**src/rtl/pulse_pkg.sv**
```systemverilog
// Shared definitions for the pulse stretcher: state encoding and widths.
package pulse_pkg;

    localparam int DIV_W_DEFAULT = 15;
    localparam int DIV_W_SIM     = 2;
    localparam int TCNT_W        = 8;

    typedef enum logic [1:0] {
        IDLE = 2'd0,
        ON   = 2'd1,
        GAP  = 2'd2
    } state_t;

endpackage

```
**src/rtl/tick_div.sv**
```systemverilog
// Prescaler: free-running up-counter that emits a one-cycle tick when all ones.
// The counter restarts from zero whenever clear is high, so a state always
// begins with a full tick period.
module tick_div #(
    parameter int DIV_W = 15
) (
    input  logic clk,
    input  logic reset_n,
    input  logic clear,
    output logic tick
);

    logic [DIV_W-1:0] cnt_q;
    logic [DIV_W-1:0] cnt_d;

    // Next count: restart on clear, otherwise wrap-around increment.
    always_comb begin
        cnt_d = cnt_q + DIV_W'(1);
        if (clear) begin
            cnt_d = '0;
        end
    end

    // Counter register.
    always_ff @(posedge clk or negedge reset_n) begin
        if (!reset_n) begin
            cnt_q <= '0;
        end else begin
            cnt_q <= cnt_d;
        end
    end

    assign tick = &cnt_q;

endmodule

```
**src/rtl/pulse_stretch.sv**
```systemverilog
// Pulse stretcher: turns each rising edge on an asynchronous request into an
// output pulse of ON_TICKS prescaler ticks, followed by a guaranteed low gap of
// OFF_TICKS ticks. One request arriving during a pulse or gap is remembered.
//
// state | meaning
// IDLE  | output low, waiting for an event
// ON    | output high, counting ON_TICKS ticks
// GAP   | output low, enforcing the OFF_TICKS minimum gap
module pulse_stretch
    import pulse_pkg::*;
#(
    parameter int DIV_W     = DIV_W_DEFAULT,
    parameter int ON_TICKS  = 8,
    parameter int OFF_TICKS = 8
) (
    input  logic clk,
    input  logic reset_n,
    input  logic in,
    output logic out,
    output logic busy
);

    localparam logic [TCNT_W-1:0] ON_LOAD  = TCNT_W'(ON_TICKS - 1);
    localparam logic [TCNT_W-1:0] OFF_LOAD = TCNT_W'(OFF_TICKS - 1);

    logic sync1_q, sync1_d;
    logic sync2_q, sync2_d;
    logic prev_q, prev_d;

    state_t            state_q, state_d;
    logic              pend_q, pend_d;
    logic [TCNT_W-1:0] tcnt_q, tcnt_d;
    logic              out_q, out_d;
    logic              busy_q, busy_d;

    logic ev;
    logic tick;
    logic clear;
    logic expire;

    // Synchronizer chain plus previous-value flop for edge detection.
    always_comb begin
        sync1_d = in;
        sync2_d = sync1_q;
        prev_d  = sync2_q;
    end

    // Synchronizer flops reset high so a level already high at release is not an edge.
    always_ff @(posedge clk or negedge reset_n) begin
        if (!reset_n) begin
            sync1_q <= 1'b1;
            sync2_q <= 1'b1;
            prev_q  <= 1'b1;
        end else begin
            sync1_q <= sync1_d;
            sync2_q <= sync2_d;
            prev_q  <= prev_d;
        end
    end

    assign ev     = sync2_q & ~prev_q;
    assign expire = tick && (tcnt_q == '0);
    assign clear  = (state_d != state_q);

    tick_div #(
        .DIV_W (DIV_W)
    ) u_tick_div (
        .clk     (clk),
        .reset_n (reset_n),
        .clear   (clear),
        .tick    (tick)
    );

    // Next-state, pending flag, tick counter and registered output values.
    always_comb begin
        state_d = state_q;
        pend_d  = pend_q;
        tcnt_d  = tcnt_q;

        case (state_q)
            IDLE: begin
                if (ev) begin
                    state_d = ON;
                    tcnt_d  = ON_LOAD;
                end
            end
            ON: begin
                if (ev) begin
                    pend_d = 1'b1;
                end
                if (expire) begin
                    state_d = GAP;
                    tcnt_d  = OFF_LOAD;
                end else if (tick) begin
                    tcnt_d = tcnt_q - TCNT_W'(1);
                end
            end
            GAP: begin
                if (expire) begin
                    // A fresh event at expiry starts the next pulse directly;
                    // if one was already pending it is consumed and the fresh
                    // one takes its place.
                    if (pend_q || ev) begin
                        state_d = ON;
                        tcnt_d  = ON_LOAD;
                        pend_d  = pend_q & ev;
                    end else begin
                        state_d = IDLE;
                    end
                end else begin
                    if (ev) begin
                        pend_d = 1'b1;
                    end
                    if (tick) begin
                        tcnt_d = tcnt_q - TCNT_W'(1);
                    end
                end
            end
            default: begin
                state_d = IDLE;
                pend_d  = 1'b0;
                tcnt_d  = '0;
            end
        endcase

        out_d  = (state_d == ON);
        busy_d = (state_d != IDLE) || pend_d;
    end

    // FSM and output registers.
    always_ff @(posedge clk or negedge reset_n) begin
        if (!reset_n) begin
            state_q <= IDLE;
            pend_q  <= 1'b0;
            tcnt_q  <= '0;
            out_q   <= 1'b0;
            busy_q  <= 1'b0;
        end else begin
            state_q <= state_d;
            pend_q  <= pend_d;
            tcnt_q  <= tcnt_d;
            out_q   <= out_d;
            busy_q  <= busy_d;
        end
    end

    assign out  = out_q;
    assign busy = busy_q;

endmodule

```
**config.mk**
```make
export PLATFORM = sky130hd
export DESIGN_NAME = pulse_stretch
export DESIGN_NICKNAME = d
export VERILOG_FILES = /design/src/rtl/pulse_pkg.sv /design/src/rtl/tick_div.sv /design/src/rtl/pulse_stretch.sv
export SDC_FILE = /design/constraint.sdc
export NUM_CORES = 1
export LEC_CHECK = 0
export CELL_PAD_IN_SITES_DETAIL_PLACEMENT = 1
export CELL_PAD_IN_SITES_GLOBAL_PLACEMENT = 1
export CORE_MARGIN = 3
export CORE_UTILIZATION = 35
export DETAILED_ROUTE_END_ITERATION = 10
export PLACE_DENSITY_LB_ADDON = 0.1
export SETUP_SLACK_MARGIN = 0.15
export SYNTH_ARGS = -nofsm -noshare
export SYNTH_HDL_FRONTEND = slang
export SYNTH_SLANG_ARGS = --single-unit
export TNS_END_PERCENT = 50
```
**constraint.sdc**
```tcl
create_clock -name clk -period 5.1 [get_ports clk]
set_clock_uncertainty 0.05 [all_clocks]
set_input_delay 0.51 -clock clk [delete_from_list [all_inputs] [get_ports clk]]
set_output_delay 0.51 -clock clk [all_outputs]
set_load 0.02 [all_outputs]
```
==> summary by stage <==
Routing
The detailed-route wire length per cell is 16.2 µm. The number of optimization iterations in the first detailed-route pass is 4. The initial DRC count is 103. The post-route antenna net violation count is 0.

After detailed routing, the number of remaining DRC violations is 0. Wires add up to 4.20 mm. The total via count after detailed routing is between 1000 and 1500. Using the TritonRoute via totals, the vias-per-cell ratio works out to 5.58.

CTS
The number of CTS-inserted buffers is 5. The post-CTS resize count is 0. The clock insertion delay at the later pin of the skew report is 280 ps. The clock transition at the registers of the reported paths is ~70 ps. Buffers inserted to repair hold after CTS numbered 0. The buffer type at the clock tree root is sky130_fd_sc_hd__clkbuf_8.

The H-tree was split into 2 levels. The clock passes through at most 2 buffers. Post-CTS timing repair inserted 0 buffers for setup.

The clock net in this run drives a total of 31 sinks. TritonCTS built the clock tree.

Timing
For this run, the top clock speed supported by timing is between 400 and 500 MHz. The max-slew violation total from the final report is 0. The final number of setup-violating endpoints is 0. The tightest hold margin is 307 ps.

The number of endpoints with negative hold slack in the final report is 0. The normalized max-slew margin is 56.5%. Setup repair after global routing left no endpoint under its margin. The final period demand of the worst path is 2470 ps.

The worst path uses 48.4% of the clock period. The final total negative setup slack is 0 ps. The worst path setup slack after routing is 2630 ps. The actual transition at the worst max-transition pin is about 650 ps.

GRT
The global-route wire length before repair is ~7.5 mm. The number of antenna violations at the first check in global routing is 0. For this run, the total global-route usage over all layers was measured as 15.3%.

The via count of the first global-routing pass is about 1500. The pin count of the biggest net entering global routing is 32. The met1 demand-to-capacity share in global routing is 21.1%.

The met2 usage in global routing is between 20% and 30%. Global routing used 3.51% of the available met3 tracks. Summed over all layers, the global routing overflow is 0. The layer flagged by global routing as most heavily used is met2.

Synthesis
For this run, asynchronously set or reset flops after synthesis account for between 90% and 100%. The multiplexer area fraction after synthesis is 1.21%. The cell count after synthesis is 186. The synthesized netlist occupies a cell area of 1870 µm². Among all flip-flop cells after synthesis, the most frequent one is sky130_fd_sc_hd__dfrtp_1. The netlist uses 43 different library cells.

The synthesized design contains 31 register bits. The dominant combinational cell family by area after synthesis is simple AND/OR/NAND/NOR gates. The post-synthesis compound-gate area fraction is 14.1%. Summing the areas of all fa, ha and maj instances in the mapped netlist gives around 4.7% of the synthesized area. The mean post-synth cell area is 10.0 µm². The simple-gate portion of the synthesized area is 27.0%. The number of synthesized flops with an enable pin is 0. Yosys attributes the largest share of cell area to sky130_fd_sc_hd__dfrtp_1 38%, sky130_fd_sc_hd__ha_1 4.7%, sky130_fd_sc_hd__dfstp_2 4.2%. Counting every net in the synthesized netlist gives 196. The part of the Yosys area used for sequential elements is 41.8%.

Yosys printed 0 warnings. The cell taking the most area after synthesis is sky130_fd_sc_hd__dfrtp_1. The synthesized netlist devotes under 10% of its cell area to XOR and XNOR gates. The fraction of synthesized cell area taken by the top area cell type is 37.5%.

Cells and area
After the last flow step, the layout net total stands at between 200 and 250. The number of diodes is 0. The area growth from synthesis to layout is 10.9%. The fraction of final layout cells with drive strength greater than 1 is between 10% and 20%.

Min path
The class of the tightest hold or removal check is register to register.

Power
For this design the ratio of total power to cell area is 366 nW/µm². The worst-case IR drop observed on VDD is 0.212 mV. For this design the static power due to leakage is 0.840 nW.

Die
The die footprint is roughly 6200 µm². The x dimension of the die is 79.0 µm. The effective utilization at floorplan is 37.8%.

The row count is 25. The area of the core is 4940 µm². Measured along the y axis, the die boundary spans 79.0 µm. The top-level I/O count is 5.

Critical path
The source of the critical timing path is u_tick_div.cnt_q[0]. The worst flop-to-flop path endpoint is tcnt_q[1]. The data arrival time of the critical path is roughly 2600 ps. The highest net fanout along the worst path is 12. The category of the critical setup timing path is register to register. The worst path required time is approximately 5200 ps. Counting cells, the worst reg-to-reg path comes to 6.

The destination of the critical timing path is tcnt_q[1]. In this run the critical register-to-register path is launched from u_tick_div.cnt_q[0]. In this run the register-to-register setup slack is 2630 ps. STA classifies the critical path endpoint as a register. STA classifies the critical path startpoint as a register.

Place
The number of port buffers is 4. The last weighted congestion value of the routability-driven placer is about 0.85. The HPWL reported at the end of detailed placement is 3.07 mm.

Prior to clock tree synthesis, the placed netlist has a worst setup slack of roughly 2700 ps.

Status
The flow ran to the end, and the final reports show no timing, DRC or antenna violations.

Job
The number of violations of the max-capacitance limit is 0.
where the power goes:
group          switching (mW)  total (mW)  leakage (nW)  internal, mW
Combinational          0.0797       0.157         0.405        0.0768
Sequential             0.0548       0.350         0.374         0.295
Clock                  0.0931       0.251        0.0612         0.158
cells in the final DEF, fill, tap and decap left out, types with 3 or more instances in the layout:
| cell | instances |
|---|---|
| sky130_fd_sc_hd__and3_1 | 6 |
| sky130_fd_sc_hd__dfstp_2 | 3 |
| sky130_fd_sc_hd__clkbuf_8 | 6 |
| sky130_fd_sc_hd__nand3_1 | 12 |
| sky130_fd_sc_hd__clkdlybuf4s50_1 | 4 |
| sky130_fd_sc_hd__a31oi_1 | 3 |
| sky130_fd_sc_hd__nor2_1 | 8 |
| sky130_fd_sc_hd__o21ai_0 | 4 |
| sky130_fd_sc_hd__nand2_1 | 8 |
| sky130_fd_sc_hd__nand4_1 | 8 |
| sky130_fd_sc_hd__nand2b_1 | 3 |
| sky130_fd_sc_hd__a21oi_1 | 8 |
| sky130_fd_sc_hd__o22ai_1 | 5 |
| sky130_fd_sc_hd__xnor2_1 | 6 |
| sky130_fd_sc_hd__a211oi_1 | 7 |
| sky130_fd_sc_hd__nor4_4 | 3 |
| sky130_fd_sc_hd__nor4_1 | 5 |
| sky130_fd_sc_hd__nor3_1 | 11 |
| sky130_fd_sc_hd__ha_1 | 7 |
| sky130_fd_sc_hd__inv_1 | 10 |
| sky130_fd_sc_hd__dfrtp_1 | 28 |
| sky130_fd_sc_hd__xor2_1 | 7 |
how the worst min path moves through the flow:
stage / depth (start not counted) / startpoint / end
after global placement: 0 / sync1_q / prev_d
after CTS: 0 / sync1_q / prev_d
after detailed placement: 0 / sync1_q / prev_d
after global routing: 0 / sync1_q / prev_d
final: 0 / sync1_q / prev_d
after floorplan: 0 / reset_n / busy
sequential cells by signal, indices dropped and copies added, names as in the netlist:
| name | cells |
|---|---|
| busy | 1 |
| sync1_q | 1 |
| state_q | 2 |
| tcnt_q | 8 |
| u_tick_div.cnt_q | 15 |
| prev_d | 1 |
| prev_q | 1 |
| pend_q | 1 |
| out | 1 |
logic make-up (layout without fill, tap and decap cells):
kind of cell / count (synthesis) / after routing
fa+ha+maj: 7 / 7
simple gates: 77 / 77
flops: 31 / 31
mux: 2 / 2
compound gates: 37 / 37
xor+xnor: 13 / 13
buf+inv: 19 / 25
critical path, cell delays in order, from the launching register on:
cell and delay, ps:
sky130_fd_sc_hd__dfrtp_1 420, sky130_fd_sc_hd__ha_1 200, sky130_fd_sc_hd__and3_1 280, sky130_fd_sc_hd__and3_1 490
sky130_fd_sc_hd__and4_1 460, sky130_fd_sc_hd__nor2_1 120, sky130_fd_sc_hd__mux2_1 330
cells in the mapped netlist, types with 3 or more instances:
cell type,n
sky130_fd_sc_hd__a211oi_1,7
sky130_fd_sc_hd__a21oi_1,8
sky130_fd_sc_hd__a31oi_1,3
sky130_fd_sc_hd__and3_1,6
sky130_fd_sc_hd__buf_2,4
sky130_fd_sc_hd__dfrtp_1,28
sky130_fd_sc_hd__dfstp_2,3
sky130_fd_sc_hd__ha_1,7
sky130_fd_sc_hd__inv_1,10
sky130_fd_sc_hd__nand2_1,8
sky130_fd_sc_hd__nand2b_1,3
sky130_fd_sc_hd__nand3_1,12
sky130_fd_sc_hd__nand4_1,8
sky130_fd_sc_hd__nor2_1,8
sky130_fd_sc_hd__nor3_1,11
sky130_fd_sc_hd__nor4_1,5
sky130_fd_sc_hd__nor4_4,3
sky130_fd_sc_hd__o21ai_0,4
sky130_fd_sc_hd__o22ai_1,5
sky130_fd_sc_hd__xnor2_1,6
sky130_fd_sc_hd__xor2_1,7
routing by layer:
metal,part of all wire [%],up-vias
met4,1.4,0
met1,49,721
met3,2.2,6
li1,-,705
met5,0,-
met2,47,13
per-stage QoR:
step                area, µm²  std cells  total power, mW  util [%]
detailed placement       1950        251            0.509      39.5
global route             2070        259            0.811      41.9
CTS                      2070        259            0.767      41.9
finish                   2070        259            0.758      41.9
global placement         1950        251            0.501      39.5
floorplan                1870        186            0.464         -
final cells by class:
class                   instances  area, µm²
fillers                       579       2870
multi-input cells             136        992
flip-flops and latches         31        779
well taps                      67       83.8
clock buffers                   6       82.6
repair buffers                  6       55.1
inverters                      11       41.3
clock inverters                 2       35.0
Power figures use the tool's default switching activity.
